File: config.mk
export PLATFORM = sky130hd
export DESIGN_NAME = toy_dtcm_arbiter_flat
export DESIGN_NICKNAME = d
export VERILOG_FILES = /design/src/rtl/toy_dtcm_arbiter_if.sv /design/src/rtl/toy_dtcm_arbiter.sv /design/src/flat_wrapper.sv
export SDC_FILE = /design/constraint.sdc
export NUM_CORES = 1
export LEC_CHECK = 0
export ABC_CLOCK_PERIOD_IN_PS = 3100
export BUFFER_PORTS_ARGS = -buffer_cell sky130_fd_sc_hd__buf_2
export CORE_AREA = 5 5 384 386
export DETAILED_ROUTE_END_ITERATION = 16
export DIE_AREA = 0 0 389 391
export PLACE_DENSITY = 0.3
export SLEW_MARGIN = 10
export SYNTH_ARGS = -nofsm -noshare
export SYNTH_HDL_FRONTEND = slang
export SYNTH_SLANG_ARGS = --single-unit
File: constraint.sdc
create_clock -name clk -period 3.1 [get_ports clk]
set_clock_uncertainty 0.15 [all_clocks]
set_input_delay 0.775 -clock clk [delete_from_list [all_inputs] [get_ports clk]]
set_output_delay 0.775 -clock clk [all_outputs]
set_load 0.05 [all_outputs]
File: src/rtl/toy_dtcm_arbiter_if.sv
// Bundle of the two requester ports, their read-response ports and the DTCM memory port.
interface toy_dtcm_arbiter_if #(
  parameter int unsigned ADDR_WIDTH = 32,
  parameter int unsigned DATA_WIDTH = 128,
  parameter int unsigned SB_WIDTH   = 10
);
  localparam int unsigned BE_WIDTH = DATA_WIDTH / 8;

  logic                  rq0_valid;
  logic                  rq0_ready;
  logic [ADDR_WIDTH-1:0] rq0_addr;
  logic                  rq0_wr_en;
  logic [DATA_WIDTH-1:0] rq0_wr_data;
  logic [BE_WIDTH-1:0]   rq0_wr_byte_en;
  logic [SB_WIDTH-1:0]   rq0_sideband;
  logic                  rsp0_valid;
  logic [DATA_WIDTH-1:0] rsp0_data;
  logic [SB_WIDTH-1:0]   rsp0_sideband;

  logic                  rq1_valid;
  logic                  rq1_ready;
  logic [ADDR_WIDTH-1:0] rq1_addr;
  logic                  rq1_wr_en;
  logic [DATA_WIDTH-1:0] rq1_wr_data;
  logic [BE_WIDTH-1:0]   rq1_wr_byte_en;
  logic [SB_WIDTH-1:0]   rq1_sideband;
  logic                  rsp1_valid;
  logic [DATA_WIDTH-1:0] rsp1_data;
  logic [SB_WIDTH-1:0]   rsp1_sideband;

  logic                  mem_en;
  logic [ADDR_WIDTH-1:0] mem_addr;
  logic                  mem_wr_en;
  logic [DATA_WIDTH-1:0] mem_wr_data;
  logic [BE_WIDTH-1:0]   mem_wr_byte_en;
  logic [SB_WIDTH-1:0]   mem_req_sideband;
  logic [DATA_WIDTH-1:0] mem_rd_data;
  logic [SB_WIDTH-1:0]   mem_ack_sideband;

  modport slave (
    input  rq0_valid, rq0_addr, rq0_wr_en, rq0_wr_data, rq0_wr_byte_en, rq0_sideband,
    input  rq1_valid, rq1_addr, rq1_wr_en, rq1_wr_data, rq1_wr_byte_en, rq1_sideband,
    output rq0_ready, rq1_ready,
    output rsp0_valid, rsp0_data, rsp0_sideband,
    output rsp1_valid, rsp1_data, rsp1_sideband,
    output mem_en, mem_addr, mem_wr_en, mem_wr_data, mem_wr_byte_en, mem_req_sideband,
    input  mem_rd_data, mem_ack_sideband
  );

  modport master (
    output rq0_valid, rq0_addr, rq0_wr_en, rq0_wr_data, rq0_wr_byte_en, rq0_sideband,
    output rq1_valid, rq1_addr, rq1_wr_en, rq1_wr_data, rq1_wr_byte_en, rq1_sideband,
    input  rq0_ready, rq1_ready,
    input  rsp0_valid, rsp0_data, rsp0_sideband,
    input  rsp1_valid, rsp1_data, rsp1_sideband,
    input  mem_en, mem_addr, mem_wr_en, mem_wr_data, mem_wr_byte_en, mem_req_sideband,
    output mem_rd_data, mem_ack_sideband
  );
endinterface

File: src/rtl/toy_dtcm_arbiter.sv
// Two-port DTCM arbiter: port 0 has priority, port 1 is forced through after
// STARVE_LIMIT denied cycles; the 1-cycle read response is routed to its issuer.
module toy_dtcm_arbiter #(
  parameter int unsigned ADDR_WIDTH   = 32,
  parameter int unsigned DATA_WIDTH   = 128,
  parameter int unsigned SB_WIDTH     = 10,
  parameter int unsigned STARVE_LIMIT = 8
) (
  input logic             clk,
  input logic             rst_n,
  toy_dtcm_arbiter_if.slave bus
);
  localparam int unsigned BE_WIDTH   = DATA_WIDTH / 8;
  localparam logic [7:0]  STARVE_MAX = 8'(STARVE_LIMIT);

  logic [7:0] starve_cnt;
  logic       force1;
  logic       gnt0;
  logic       gnt1;
  logic       rd_pend;
  logic       rd_sel;
  logic       rd_issue;

  // Grants are held off while in reset so every output reads 0 then.
  always_comb begin
    force1 = (starve_cnt == STARVE_MAX);
    gnt1   = rst_n & bus.rq1_valid & (~bus.rq0_valid | force1);
    gnt0   = rst_n & bus.rq0_valid & ~gnt1;
  end

  assign bus.rq0_ready = gnt0;
  assign bus.rq1_ready = gnt1;

  // Memory port mux; idle fields are zeroed rather than left floating.
  always_comb begin
    bus.mem_en           = 1'b0;
    bus.mem_addr         = ADDR_WIDTH'(0);
    bus.mem_wr_en        = 1'b0;
    bus.mem_wr_data      = DATA_WIDTH'(0);
    bus.mem_wr_byte_en   = BE_WIDTH'(0);
    bus.mem_req_sideband = SB_WIDTH'(0);
    if (gnt0) begin
      bus.mem_en           = 1'b1;
      bus.mem_addr         = bus.rq0_addr;
      bus.mem_wr_en        = bus.rq0_wr_en;
      bus.mem_wr_data      = bus.rq0_wr_data;
      bus.mem_wr_byte_en   = bus.rq0_wr_byte_en;
      bus.mem_req_sideband = bus.rq0_sideband;
    end else if (gnt1) begin
      bus.mem_en           = 1'b1;
      bus.mem_addr         = bus.rq1_addr;
      bus.mem_wr_en        = bus.rq1_wr_en;
      bus.mem_wr_data      = bus.rq1_wr_data;
      bus.mem_wr_byte_en   = bus.rq1_wr_byte_en;
      bus.mem_req_sideband = bus.rq1_sideband;
    end
  end

  // Counts consecutive denied cycles of port 1; any break in contention restarts it.
  always_ff @(posedge clk or negedge rst_n) begin
    if (!rst_n) begin
      starve_cnt <= 8'd0;
    end else if (gnt1 || !bus.rq1_valid) begin
      starve_cnt <= 8'd0;
    end else if (starve_cnt != STARVE_MAX) begin
      starve_cnt <= 8'(starve_cnt + 8'd1);
    end
  end

  assign rd_issue = bus.mem_en & ~bus.mem_wr_en;

  // Remember who issued the read so next cycle's data goes back to it.
  always_ff @(posedge clk or negedge rst_n) begin
    if (!rst_n) begin
      rd_pend <= 1'b0;
      rd_sel  <= 1'b0;
    end else begin
      rd_pend <= rd_issue;
      if (rd_issue) begin
        rd_sel <= gnt1;
      end
    end
  end

  assign bus.rsp0_valid    = rd_pend & ~rd_sel;
  assign bus.rsp1_valid    = rd_pend & rd_sel;
  assign bus.rsp0_data     = bus.mem_rd_data;
  assign bus.rsp1_data     = bus.mem_rd_data;
  assign bus.rsp0_sideband = bus.mem_ack_sideband;
  assign bus.rsp1_sideband = bus.mem_ack_sideband;
endmodule

File: src/flat_wrapper.sv
// flat-port wrapper written by rule: the top's interface ports become plain ports
module toy_dtcm_arbiter_flat 
#(
  parameter int unsigned ADDR_WIDTH   = 32,
  parameter int unsigned DATA_WIDTH   = 128,
  parameter int unsigned SB_WIDTH     = 10,
  parameter int unsigned STARVE_LIMIT = 8
)
  (clk, rst_n, bus_rq0_valid, bus_rq0_addr, bus_rq0_wr_en, bus_rq0_wr_data, bus_rq0_wr_byte_en, bus_rq0_sideband, bus_rq1_valid, bus_rq1_addr, bus_rq1_wr_en, bus_rq1_wr_data, bus_rq1_wr_byte_en, bus_rq1_sideband, bus_rq0_ready, bus_rq1_ready, bus_rsp0_valid, bus_rsp0_data, bus_rsp0_sideband, bus_rsp1_valid, bus_rsp1_data, bus_rsp1_sideband, bus_mem_en, bus_mem_addr, bus_mem_wr_en, bus_mem_wr_data, bus_mem_wr_byte_en, bus_mem_req_sideband, bus_mem_rd_data, bus_mem_ack_sideband);
  toy_dtcm_arbiter_if #(.ADDR_WIDTH(ADDR_WIDTH), .DATA_WIDTH(DATA_WIDTH), .SB_WIDTH(SB_WIDTH)) bus_i ();
  input logic clk;
  input logic rst_n;
  input wire logic [$bits(bus_i.rq0_valid)-1:0] bus_rq0_valid;
  input wire logic [$bits(bus_i.rq0_addr)-1:0] bus_rq0_addr;
  input wire logic [$bits(bus_i.rq0_wr_en)-1:0] bus_rq0_wr_en;
  input wire logic [$bits(bus_i.rq0_wr_data)-1:0] bus_rq0_wr_data;
  input wire logic [$bits(bus_i.rq0_wr_byte_en)-1:0] bus_rq0_wr_byte_en;
  input wire logic [$bits(bus_i.rq0_sideband)-1:0] bus_rq0_sideband;
  input wire logic [$bits(bus_i.rq1_valid)-1:0] bus_rq1_valid;
  input wire logic [$bits(bus_i.rq1_addr)-1:0] bus_rq1_addr;
  input wire logic [$bits(bus_i.rq1_wr_en)-1:0] bus_rq1_wr_en;
  input wire logic [$bits(bus_i.rq1_wr_data)-1:0] bus_rq1_wr_data;
  input wire logic [$bits(bus_i.rq1_wr_byte_en)-1:0] bus_rq1_wr_byte_en;
  input wire logic [$bits(bus_i.rq1_sideband)-1:0] bus_rq1_sideband;
  output wire logic [$bits(bus_i.rq0_ready)-1:0] bus_rq0_ready;
  output wire logic [$bits(bus_i.rq1_ready)-1:0] bus_rq1_ready;
  output wire logic [$bits(bus_i.rsp0_valid)-1:0] bus_rsp0_valid;
  output wire logic [$bits(bus_i.rsp0_data)-1:0] bus_rsp0_data;
  output wire logic [$bits(bus_i.rsp0_sideband)-1:0] bus_rsp0_sideband;
  output wire logic [$bits(bus_i.rsp1_valid)-1:0] bus_rsp1_valid;
  output wire logic [$bits(bus_i.rsp1_data)-1:0] bus_rsp1_data;
  output wire logic [$bits(bus_i.rsp1_sideband)-1:0] bus_rsp1_sideband;
  output wire logic [$bits(bus_i.mem_en)-1:0] bus_mem_en;
  output wire logic [$bits(bus_i.mem_addr)-1:0] bus_mem_addr;
  output wire logic [$bits(bus_i.mem_wr_en)-1:0] bus_mem_wr_en;
  output wire logic [$bits(bus_i.mem_wr_data)-1:0] bus_mem_wr_data;
  output wire logic [$bits(bus_i.mem_wr_byte_en)-1:0] bus_mem_wr_byte_en;
  output wire logic [$bits(bus_i.mem_req_sideband)-1:0] bus_mem_req_sideband;
  input wire logic [$bits(bus_i.mem_rd_data)-1:0] bus_mem_rd_data;
  input wire logic [$bits(bus_i.mem_ack_sideband)-1:0] bus_mem_ack_sideband;
  assign bus_i.rq0_valid = bus_rq0_valid;
  assign bus_i.rq0_addr = bus_rq0_addr;
  assign bus_i.rq0_wr_en = bus_rq0_wr_en;
  assign bus_i.rq0_wr_data = bus_rq0_wr_data;
  assign bus_i.rq0_wr_byte_en = bus_rq0_wr_byte_en;
  assign bus_i.rq0_sideband = bus_rq0_sideband;
  assign bus_i.rq1_valid = bus_rq1_valid;
  assign bus_i.rq1_addr = bus_rq1_addr;
  assign bus_i.rq1_wr_en = bus_rq1_wr_en;
  assign bus_i.rq1_wr_data = bus_rq1_wr_data;
  assign bus_i.rq1_wr_byte_en = bus_rq1_wr_byte_en;
  assign bus_i.rq1_sideband = bus_rq1_sideband;
  assign bus_rq0_ready = bus_i.rq0_ready;
  assign bus_rq1_ready = bus_i.rq1_ready;
  assign bus_rsp0_valid = bus_i.rsp0_valid;
  assign bus_rsp0_data = bus_i.rsp0_data;
  assign bus_rsp0_sideband = bus_i.rsp0_sideband;
  assign bus_rsp1_valid = bus_i.rsp1_valid;
  assign bus_rsp1_data = bus_i.rsp1_data;
  assign bus_rsp1_sideband = bus_i.rsp1_sideband;
  assign bus_mem_en = bus_i.mem_en;
  assign bus_mem_addr = bus_i.mem_addr;
  assign bus_mem_wr_en = bus_i.mem_wr_en;
  assign bus_mem_wr_data = bus_i.mem_wr_data;
  assign bus_mem_wr_byte_en = bus_i.mem_wr_byte_en;
  assign bus_mem_req_sideband = bus_i.mem_req_sideband;
  assign bus_i.mem_rd_data = bus_mem_rd_data;
  assign bus_i.mem_ack_sideband = bus_mem_ack_sideband;
  toy_dtcm_arbiter #(.ADDR_WIDTH(ADDR_WIDTH), .DATA_WIDTH(DATA_WIDTH), .SB_WIDTH(SB_WIDTH), .STARVE_LIMIT(STARVE_LIMIT)) u_core (.clk(clk), .rst_n(rst_n), .bus(bus_i));
endmodule
# Word level (Yosys, flattened, before mapping)

Index checks and enable logic that the tools add are counted.
W data, S select, Z words.

Input bits: 516
Word-level logic and storage cells: 35
Flip-flop bits (word level): 10
Output and inout bits: 468

Bitwise logic cells: 12
Mux-type cells: 14
Reductions and logical operators: 3
Eq/ne operators: 2
Add/sub/neg operators: 1

Operator list:

| cell                  | number |
|---|---|
| $mux W128             | 2 |
| $mux W32              | 2 |
| $mux W16              | 2 |
| $mux W10              | 2 |
| $mux W8               | 2 |
| $add A8 B1 Y8 const B | 1 |
| $eq A8 B4 Y1 const B  | 1 |
| $ne A8 B4 Y1 const B  | 1 |
| $and A1 B1 Y1         | 7 |
| $mux W1               | 4 |
| $not A1 Y1            | 4 |
| $reduce_bool A2 Y1    | 1 |
| $logic_not A1 Y1      | 1 |
| $logic_or A1 B1 Y1    | 1 |
| $or A1 B1 Y1          | 1 |

# Longest topological paths before layout

Gate-level depths: netlist of the first run.

Word-level depth: 8
Mapped depth: 8
Mapped depth without buffers: 6

# Worst setup path before layout of the first run

No wires, ideal clock.

Path type: register to output
Start: register u_core.starve_cnt[0]
End: output bus_mem_addr[22]
Path buffers: 1
Arrival: 2.294 ns
Data required time: 2.175 ns
Path slack: -0.119 ns
Cell stages (with the launch flop): 8
Cell sequence: dfrtp_1 inv_1 ha_1 nand2_1 nor3_4 a21oi_2 clkbuf_1 a22o_1

Word-level cells in the longest chain between the ends: 6
Elaborated cells between the ends (all ways): 7
Classes of those cells: eq/ne: 1; mux: 2; bitwise: 4

RTL lines:

| item                     | RTL line               | source |
|---|---|---|
| start: declaration       | toy_dtcm_arbiter.sv:16 | `logic [7:0] starve_cnt;` |
| start signal: assignment | toy_dtcm_arbiter.sv:66 | `starve_cnt <= 8'(starve_cnt + 8'd1);` |
| $eq A8 B4 Y1             | toy_dtcm_arbiter.sv:26 | `force1 = (starve_cnt == STARVE_MAX);` |
| $or A1 B1 Y1             | toy_dtcm_arbiter.sv:27 | `gnt1 = rst_n & bus.rq1_valid & (~bus.rq0_valid \| force1);` |
| $and A1 B1 Y1            | toy_dtcm_arbiter.sv:27 |  |
| $not A1 Y1               | toy_dtcm_arbiter.sv:28 | `gnt0 = rst_n & bus.rq0_valid & ~gnt1;` |
| $and A1 B1 Y1            | toy_dtcm_arbiter.sv:28 |  |
| via bus_rq0_ready        | flat_wrapper.sv:25     | `output wire logic [$bits(bus_i.rq0_ready)-1:0] bus_rq0_ready;` |
| $mux W32                 | toy_dtcm_arbiter.sv:42 | `if (gnt0) begin` |
| end: declaration         | flat_wrapper.sv:34     | `output wire logic [$bits(bus_i.mem_addr)-1:0] bus_mem_addr;` |

The timed path passes the listed nets, and every way through them passes these cells.

# Final worst setup path of the first run

Start: register u_core.starve_cnt[4]
End: output bus_mem_wr_data[20]

Word-level cells in the longest chain between the ends: 6
Elaborated cells between the ends (all ways): 7
Classes of those cells: eq/ne: 1; mux: 2; bitwise: 4

RTL lines:

| item              | RTL line               | source |
|---|---|---|
| $eq A8 B4 Y1 (*)  | toy_dtcm_arbiter.sv:26 |  |
| $or A1 B1 Y1 (*)  | toy_dtcm_arbiter.sv:27 |  |
| $and A1 B1 Y1 (*) | toy_dtcm_arbiter.sv:27 |  |
| $not A1 Y1        | toy_dtcm_arbiter.sv:28 |  |
| $and A1 B1 Y1     | toy_dtcm_arbiter.sv:28 |  |
| $mux W128 (*)     | toy_dtcm_arbiter.sv:42 |  |
| end: declaration  | flat_wrapper.sv:36     | `output wire logic [$bits(bus_i.mem_wr_data)-1:0] bus_mem_wr_data;` |

Mark *: on every way between the ends. The rest lies on a longest branch, timed or not.

==> results_dict.tcl, run 1 <==
set metrics [dict create \
    status "complete, but fails checks" \
    violations "setup timing" \
    portBuffers 569 \
    setup_viol 188 \
    critPathArrivalTime_ns 2.46 \
    p_switching_mw 1.084 \
    cts_max_level 1 \
    drive_above_1_share 0.8839 \
    grt_pass1_wl_um 75960 \
    overflow 0 \
    firstDrtPassIters 4 \
    drt-initial-drc-count 179 \
    grt_antenna_before_repair 75 \
    slew_headroom 0.5626 \
    dr_total_vias 6147 \
    final_max_slew_viol_count 0 \
    end_kind "primary output" \
    place.gp.congestion 0.7725 \
    die_x_um 389 \
    nNetsFinal 1407 \
    grt_pass1_vias 6425 \
    final_core_util 0.07802 \
    finalPower_mw 2.252 \
    layout_common_cells "382 x buf_2, 94 x buf_12, 74 x buf_6" \
    die_area_um2 152100 \
    track_usage 0.07729 \
    area_growth_pct 147.7 \
    clockRootBuffer "clkbuf_16" \
    setup_slack_ns -0.2818 \
    worst_slew_pin_slew_ns 0.6517 \
    cts.clk_slew.worst_paths_ns 0.04 \
    cts_sinks 10 \
    power.internal_mw 1.168 \
    routedWlPerCell_um 23.05 \
    worstHoldPathType "primary input to asynchronous set/reset pin" \
    grt_max_degree 28 \
    via_per_inst 2.200 \
    syn_inst 564 \
    cts_buffers 3 \
    rows 139 \
    worstSetupPathType "flop to primary output" \
    core_um2 143100 \
    worstPathRequired_ns 2.17 \
    p_leak_nw 4.740 \
    irDropWorstVdd_mv 0.1194 \
    synth.avg_cell_area_um2 7.993 \
    syn_nets 1082 \
    totalWireLength_um 64390 \
    ant_nets 0 \
    fin_crit_ns 3.382 \
    fin_crit_sh 1.091 \
    crit_fanout 21 \
    clock_latency_ns 0.24 \
    initial_core_util 0.03150 \
    fp.dieH_um 391 \
    synth_seq_cells 10 \
    dp_hpwl_um 57690 \
    switching_share 0.4814 \
    p_clk_frac 0.101 \
    yosysUniqueCellTypes 29 \
    fillerInstances 16737 \
    seq_area_frac_synth 0.05551 \
    drv_cap 0 \
    p_seq_frac 0.062 \
    combPwrFrac 0.837 \
    powerDensity_nw_per_um2 201.7 \
    cts_tree "built" \
    finalHoldViolations 0 \
    yosys_warnings 0 \
    clk_path_buf_depth 2 \
    io_pins 984 \
    max_freq_mhz 295.7 \
    critical_path.startpoint_type "flop" \
    grt_setup_unrepaired "true" \
    synth_area_um2 4508 \
    post-route-drc-count 0 \
    layout_commonest_cell "buf_2" \
]
-- flip-flops by register name (all words and copies together) (netlist names) --
signal and cells:
u_core.rd_sel 1, u_core.starve_cnt 8, u_core.rd_pend 1
-- critical path: stages (launching register included) --
cell,delay (ns)
dfrtp_1,0.36
or4_4,0.54
o31a_1,0.30
nor2_4,0.15
buf_4,0.14
buf_12,0.17
buf_16,0.19
a22o_1,0.15
buf_6,0.16
-- cells by family (layout without fill, tap and decap cells) --
logic type	count (synthesis)	count (layout)	synth area share
AOI/OAI and AO/OA	198	198	0.3786
xor gates and xnor gates	6	6	0.01166
adders and majority gates	2	2	0.005550
buffers and inverters	321	644	0.5135
DFF	10	10	0.05551
muxes	1	1	0.002220
other	0	4	0
and+or+nand+nor	26	26	0.03303
-- through the flow --
step | TNS, ns | cell area (µm²) | std cells | hold slack (ns) | worst slack [ns]
global route | -56.55 | 11160 | 2790 | 0.4191 | -0.3881
CTS | -44.59 | 10860 | 2789 | 0.3985 | -0.3299
detailed placement | -10.52 | 9236 | 2767 | 0.4318 | -0.1491
finish | -40.24 | 11170 | 2794 | 0.3970 | -0.2818
floorplan | 0 | 4658 | 564 | 0.3294 | 0.02763
global placement | -15.84 | 9236 | 2767 | 0.4364 | -0.1825
-- power by group through the flow --
stage | clock network (mW) | logic (mW) | registers (mW)
after floorplan | 0 | 1.76 | 0.143
after global placement | 0 | 1.61 | 0.142
after detailed placement | 0 | 1.60 | 0.142
after CTS | 0.233 | 1.86 | 0.140
after global routing | 0.241 | 1.96 | 0.141
final | 0.228 | 1.88 | 0.140
-- final timing paths --
| kind | from | end | slack, ns | cells past startpoint |
|---|---|---|---|---|
| setup / recovery | u_core.starve_cnt[4] | bus_mem_wr_data[20] | -0.28 | 8 |
| hold / removal | rst_n | u_core.starve_cnt[6] | 0.40 | 2 |
| setup reg to reg | u_core.starve_cnt[4] | u_core.rd_pend | 0.79 | 7 |
| hold reg to reg | u_core.starve_cnt[3] | u_core.starve_cnt[3] | 0.44 | 2 |
| max in group asynchronous | rst_n | u_core.rd_sel | 2.24 | 2 |
| min in group clk | u_core.starve_cnt[3] | u_core.starve_cnt[3] | 0.44 | 2 |
-- cell type report --
cell class / count / area [µm²] / area share
Antenna cell: 4 / 10.01 / 0.0008964
Clock buffer: 3 / 75.07 / 0.006723
Inverter: 5 / 18.77 / 0.001681
Multi-Input combinational cell: 233 / 2674 / 0.2394
Sequential cell: 10 / 250.2 / 0.02241
Tap cell: 1903 / 2381 / 0.2132
Timing Repair Buffer: 636 / 5758 / 0.5156
-- cell usage after synthesis --
cell type | count | area share
or3b_2 | 1 | 0.0019
buf_4 | 289 | 0.48
inv_1 | 5 | 0.0042
o21ai_1 | 1 | 0.0011
or4_4 | 1 | 0.0025
nand3_1 | 5 | 0.0056
buf_2 | 20 | 0.022
and3_1 | 2 | 0.0028
nand2_1 | 3 | 0.0025
a21oi_2 | 1 | 0.0019
nor2_4 | 1 | 0.0025
ha_1 | 2 | 0.0056
o31a_1 | 1 | 0.0019
a221oi_1 | 1 | 0.0019
nand2b_1 | 1 | 0.0014
xnor2_1 | 1 | 0.0019
xor2_1 | 5 | 0.0097
o22ai_1 | 1 | 0.0014
nor3_4 | 1 | 0.0036
mux2i_1 | 1 | 0.0022
dfrtp_1 | 10 | 0.056
a21oi_1 | 3 | 0.0033
clkbuf_1 | 7 | 0.0058
nor2_1 | 9 | 0.0075
a22o_1 | 187 | 0.36
o21ai_0 | 2 | 0.0022
a31oi_1 | 1 | 0.0014
nor2b_1 | 1 | 0.0014
and2_1 | 1 | 0.0014
-- what timing repair did --
item | in CTS | in global routing
pin swaps | 18 | 4
gates resized for setup | 289 | 66
hold endpoints to repair | 0 | 0
buffers inserted | 11 | 1
endpoints found under the setup margin | 189 | 189
cloned | 8 | 3
hold buffers | 0 | 0
-- routing by layer --
| layer | track usage | part of all wire | wire (µm) |
|---|---|---|---|
| met1 | 0.07790 | 0.34 | 21670 |
| met2 | 0.1278 | 0.45 | 28920 |
| met3 | 0.06352 | 0.19 | 11940 |
| met4 | 0.007706 | 0.025 | 1600 |
| met5 | 0.005016 | 0.0040 | 258 |
Note: power is estimated with default switching activity, not from simulation.
==> run 2: changes to the inputs <==
--- a/config.mk
+++ b/config.mk
@@ -7,9 +7,9 @@
 export LEC_CHECK = 0
 export ABC_CLOCK_PERIOD_IN_PS = 3100
 export BUFFER_PORTS_ARGS = -buffer_cell sky130_fd_sc_hd__buf_2
-export CORE_AREA = 5 5 384 386
+export CORE_AREA = 2 2 381 383
 export DETAILED_ROUTE_END_ITERATION = 16
-export DIE_AREA = 0 0 389 391
+export DIE_AREA = 0 0 383 385
 export PLACE_DENSITY = 0.3
 export SLEW_MARGIN = 10
 export SYNTH_ARGS = -nofsm -noshare
==> run 2 against run 1 <==
The flow still finishes with violations (setup timing); flip-flop and latch count is the same; utilization up 0.096 points; combinational power up 2%; power rose by 1.3%; critical path depth stayed put; first-iteration DRC count is 10% lower; via count increased by 0.34%; clock power barely moved; critical path type unchanged; largest power group unchanged.
==> results_dict.tcl, run 2 (same netlist as run 1, synthesis figures left out) <==
set metrics [dict create \
    setup_slack_ns -0.2500 \
    portBuffers 569 \
    post-place-ws_ns -0.3005 \
    fin_crit_ns 3.350 \
    seqCellArea_um2 250.2 \
    largest_register_ffs 8 \
    via_per_inst 2.204 \
    core_um2 143100 \
    status "complete, but fails checks" \
    layout_commonest_cell "buf_2" \
    grt_setup_unrepaired "true" \
    crit_fanout 14 \
    cts_sinks 10 \
    overflow 0 \
    fin_crit_sh 1.081 \
    dr_total_vias 6168 \
    reg_top3 "u_core.starve_cnt x8, u_core.rd_pend x1, u_core.rd_sel x1" \
    drive_above_1_share 0.8908 \
    cts_buffers 3 \
    worst_hold_slack_ns 0.3601 \
    p_switching_mw 1.101 \
    grt_pass1_wl_um 74090 \
    p_clk_frac 0.099 \
    critical_path.startpoint_type "flop" \
    fp.dieH_um 385 \
    drt-initial-drc-count 161 \
    finalHoldViolations 0 \
    max_freq_mhz 298.5 \
    clk_path_buf_depth 2 \
    place.gp.congestion 0.7131 \
    slew_headroom 0.5486 \
    worstSetupPathType "flop to primary output" \
    routedWlPerCell_um 23.28 \
    combPwrFrac 0.840 \
    power.internal_mw 1.181 \
    switching_share 0.4825 \
    clockRootBuffer "clkbuf_16" \
    totalWireLength_um 65150 \
    die_area_um2 147500 \
    r2r_slack_ns 0.71 \
    die_x_um 383 \
    cts_tree "built" \
    worst_slew_pin_slew_ns 0.6725 \
    clock_latency_ns 0.23 \
    rows 139 \
    io_pins 984 \
    cts.clk_slew.worst_paths_ns 0.04 \
    nNetsFinal 1408 \
    layout_common_cells "381 x buf_2, 94 x buf_6, 92 x buf_12" \
    fillerInstances 16747 \
    regMostFlops "u_core.starve_cnt" \
    p_leak_nw 4.764 \
    cts_max_level 1 \
    dp_hpwl_um 57550 \
    post-route-drc-count 0 \
    powerDensity_nw_per_um2 201.9 \
    irDropWorstVdd_mv 0.1235 \
    grt_antenna_before_repair 77 \
    firstDrtPassIters 4 \
    grt_pass1_vias 5952 \
    worstHoldPathType "primary input to asynchronous set/reset pin" \
    worstPathRequired_ns 2.17 \
    area_growth_pct 150.8 \
    drv_cap 0 \
    critPathArrivalTime_ns 2.42 \
    final_max_slew_viol_count 0 \
    p_seq_frac 0.062 \
    setup_viol 187 \
    multi_input_area_um2 2644 \
    end_kind "primary output" \
    track_usage 0.07902 \
    initial_core_util 0.03150 \
    violations "setup timing" \
    ant_nets 0 \
    grt_max_degree 36 \
]
[run 2: changes by cell type in the layout (fill, tap and decap cells not counted)]
cell and delta:
clkbuf_16 +12, bufbuf_16 -2, diode_2 +3, buf_6 +20, a22o_4 -5, buf_8 -8, buf_4 -18, buf_12 -2
buf_2 -1, a22o_1 -6, a22o_2 +11
[run 2: per-stage QoR]
step | power (mW) | cell area, µm² | cells | utilization | setup TNS, ns
after floorplan | 1.904 | 4658 | 564 | - | 0
after global placement | 1.764 | 9256 | 2757 | 0.06467 | -10.12
after detailed placement | 1.760 | 9256 | 2757 | 0.06467 | -13.75
after CTS | 2.121 | 10050 | 2769 | 0.07025 | -45.07
after global routing | 2.379 | 11290 | 2793 | 0.07889 | -52.01
final | 2.283 | 11300 | 2798 | 0.07898 | -37.16
[run 2: power groups by stage]
stage | combinational, mW | sequential (mW) | clock (mW)
2_1_floorplan | 1.76 | 0.143 | 0
3_3_place_gp | 1.62 | 0.142 | 0
3_5_place_dp | 1.62 | 0.142 | 0
4_1_cts | 1.75 | 0.141 | 0.231
5_1_grt | 2.00 | 0.141 | 0.240
6_report | 1.92 | 0.141 | 0.225
[run 2: timing repair]
action	in CTS	in global routing
gates resized for setup	181	151
cloned	2	18
endpoints found under the setup margin	188	188
hold buffers	0	0
pin swaps	3	10
setup buffers	7	5
[run 2: layout make-up]
cell class	instances	share of cell area
diodes	7	0.001550
multi-input cells	233	0.2339
well taps	1903	0.2106
repair buffers	637	0.5235
clock buffers	3	0.006641
inverters	5	0.001660
flip-flops and latches	10	0.02214
[run 2: worst paths after layout]
kind | cells past startpoint | startpoint | end
max in group asynchronous | 3 | rst_n | u_core.rd_pend
max | 8 | u_core.starve_cnt[4] | bus_mem_wr_data[48]
min reg2reg | 2 | u_core.starve_cnt[3] | u_core.starve_cnt[3]
min in group clk | 2 | u_core.starve_cnt[3] | u_core.starve_cnt[3]
max reg2reg | 6 | u_core.starve_cnt[4] | u_core.starve_cnt[1]
min | 2 | rst_n | u_core.starve_cnt[2]
[run 2: metal layers]
layer,vias to the layer above,GRT usage,routed length (µm)
met5,-,0.006498,134
met4,8,0.001750,766
met3,120,0.05996,11220
met2,896,0.1205,28030
met1,2695,0.09170,25000
li1,2449,-,-
[run 2: critical path, cell delays in order, from the launching register on]
cell	delay, ns
dfrtp_1	0.37
or4_4	0.53
buf_4	0.15
nor3_4	0.16
a21oi_4	0.11
buf_12	0.17
clkbuf_16	0.22
a22o_1	0.27
buf_6	0.16
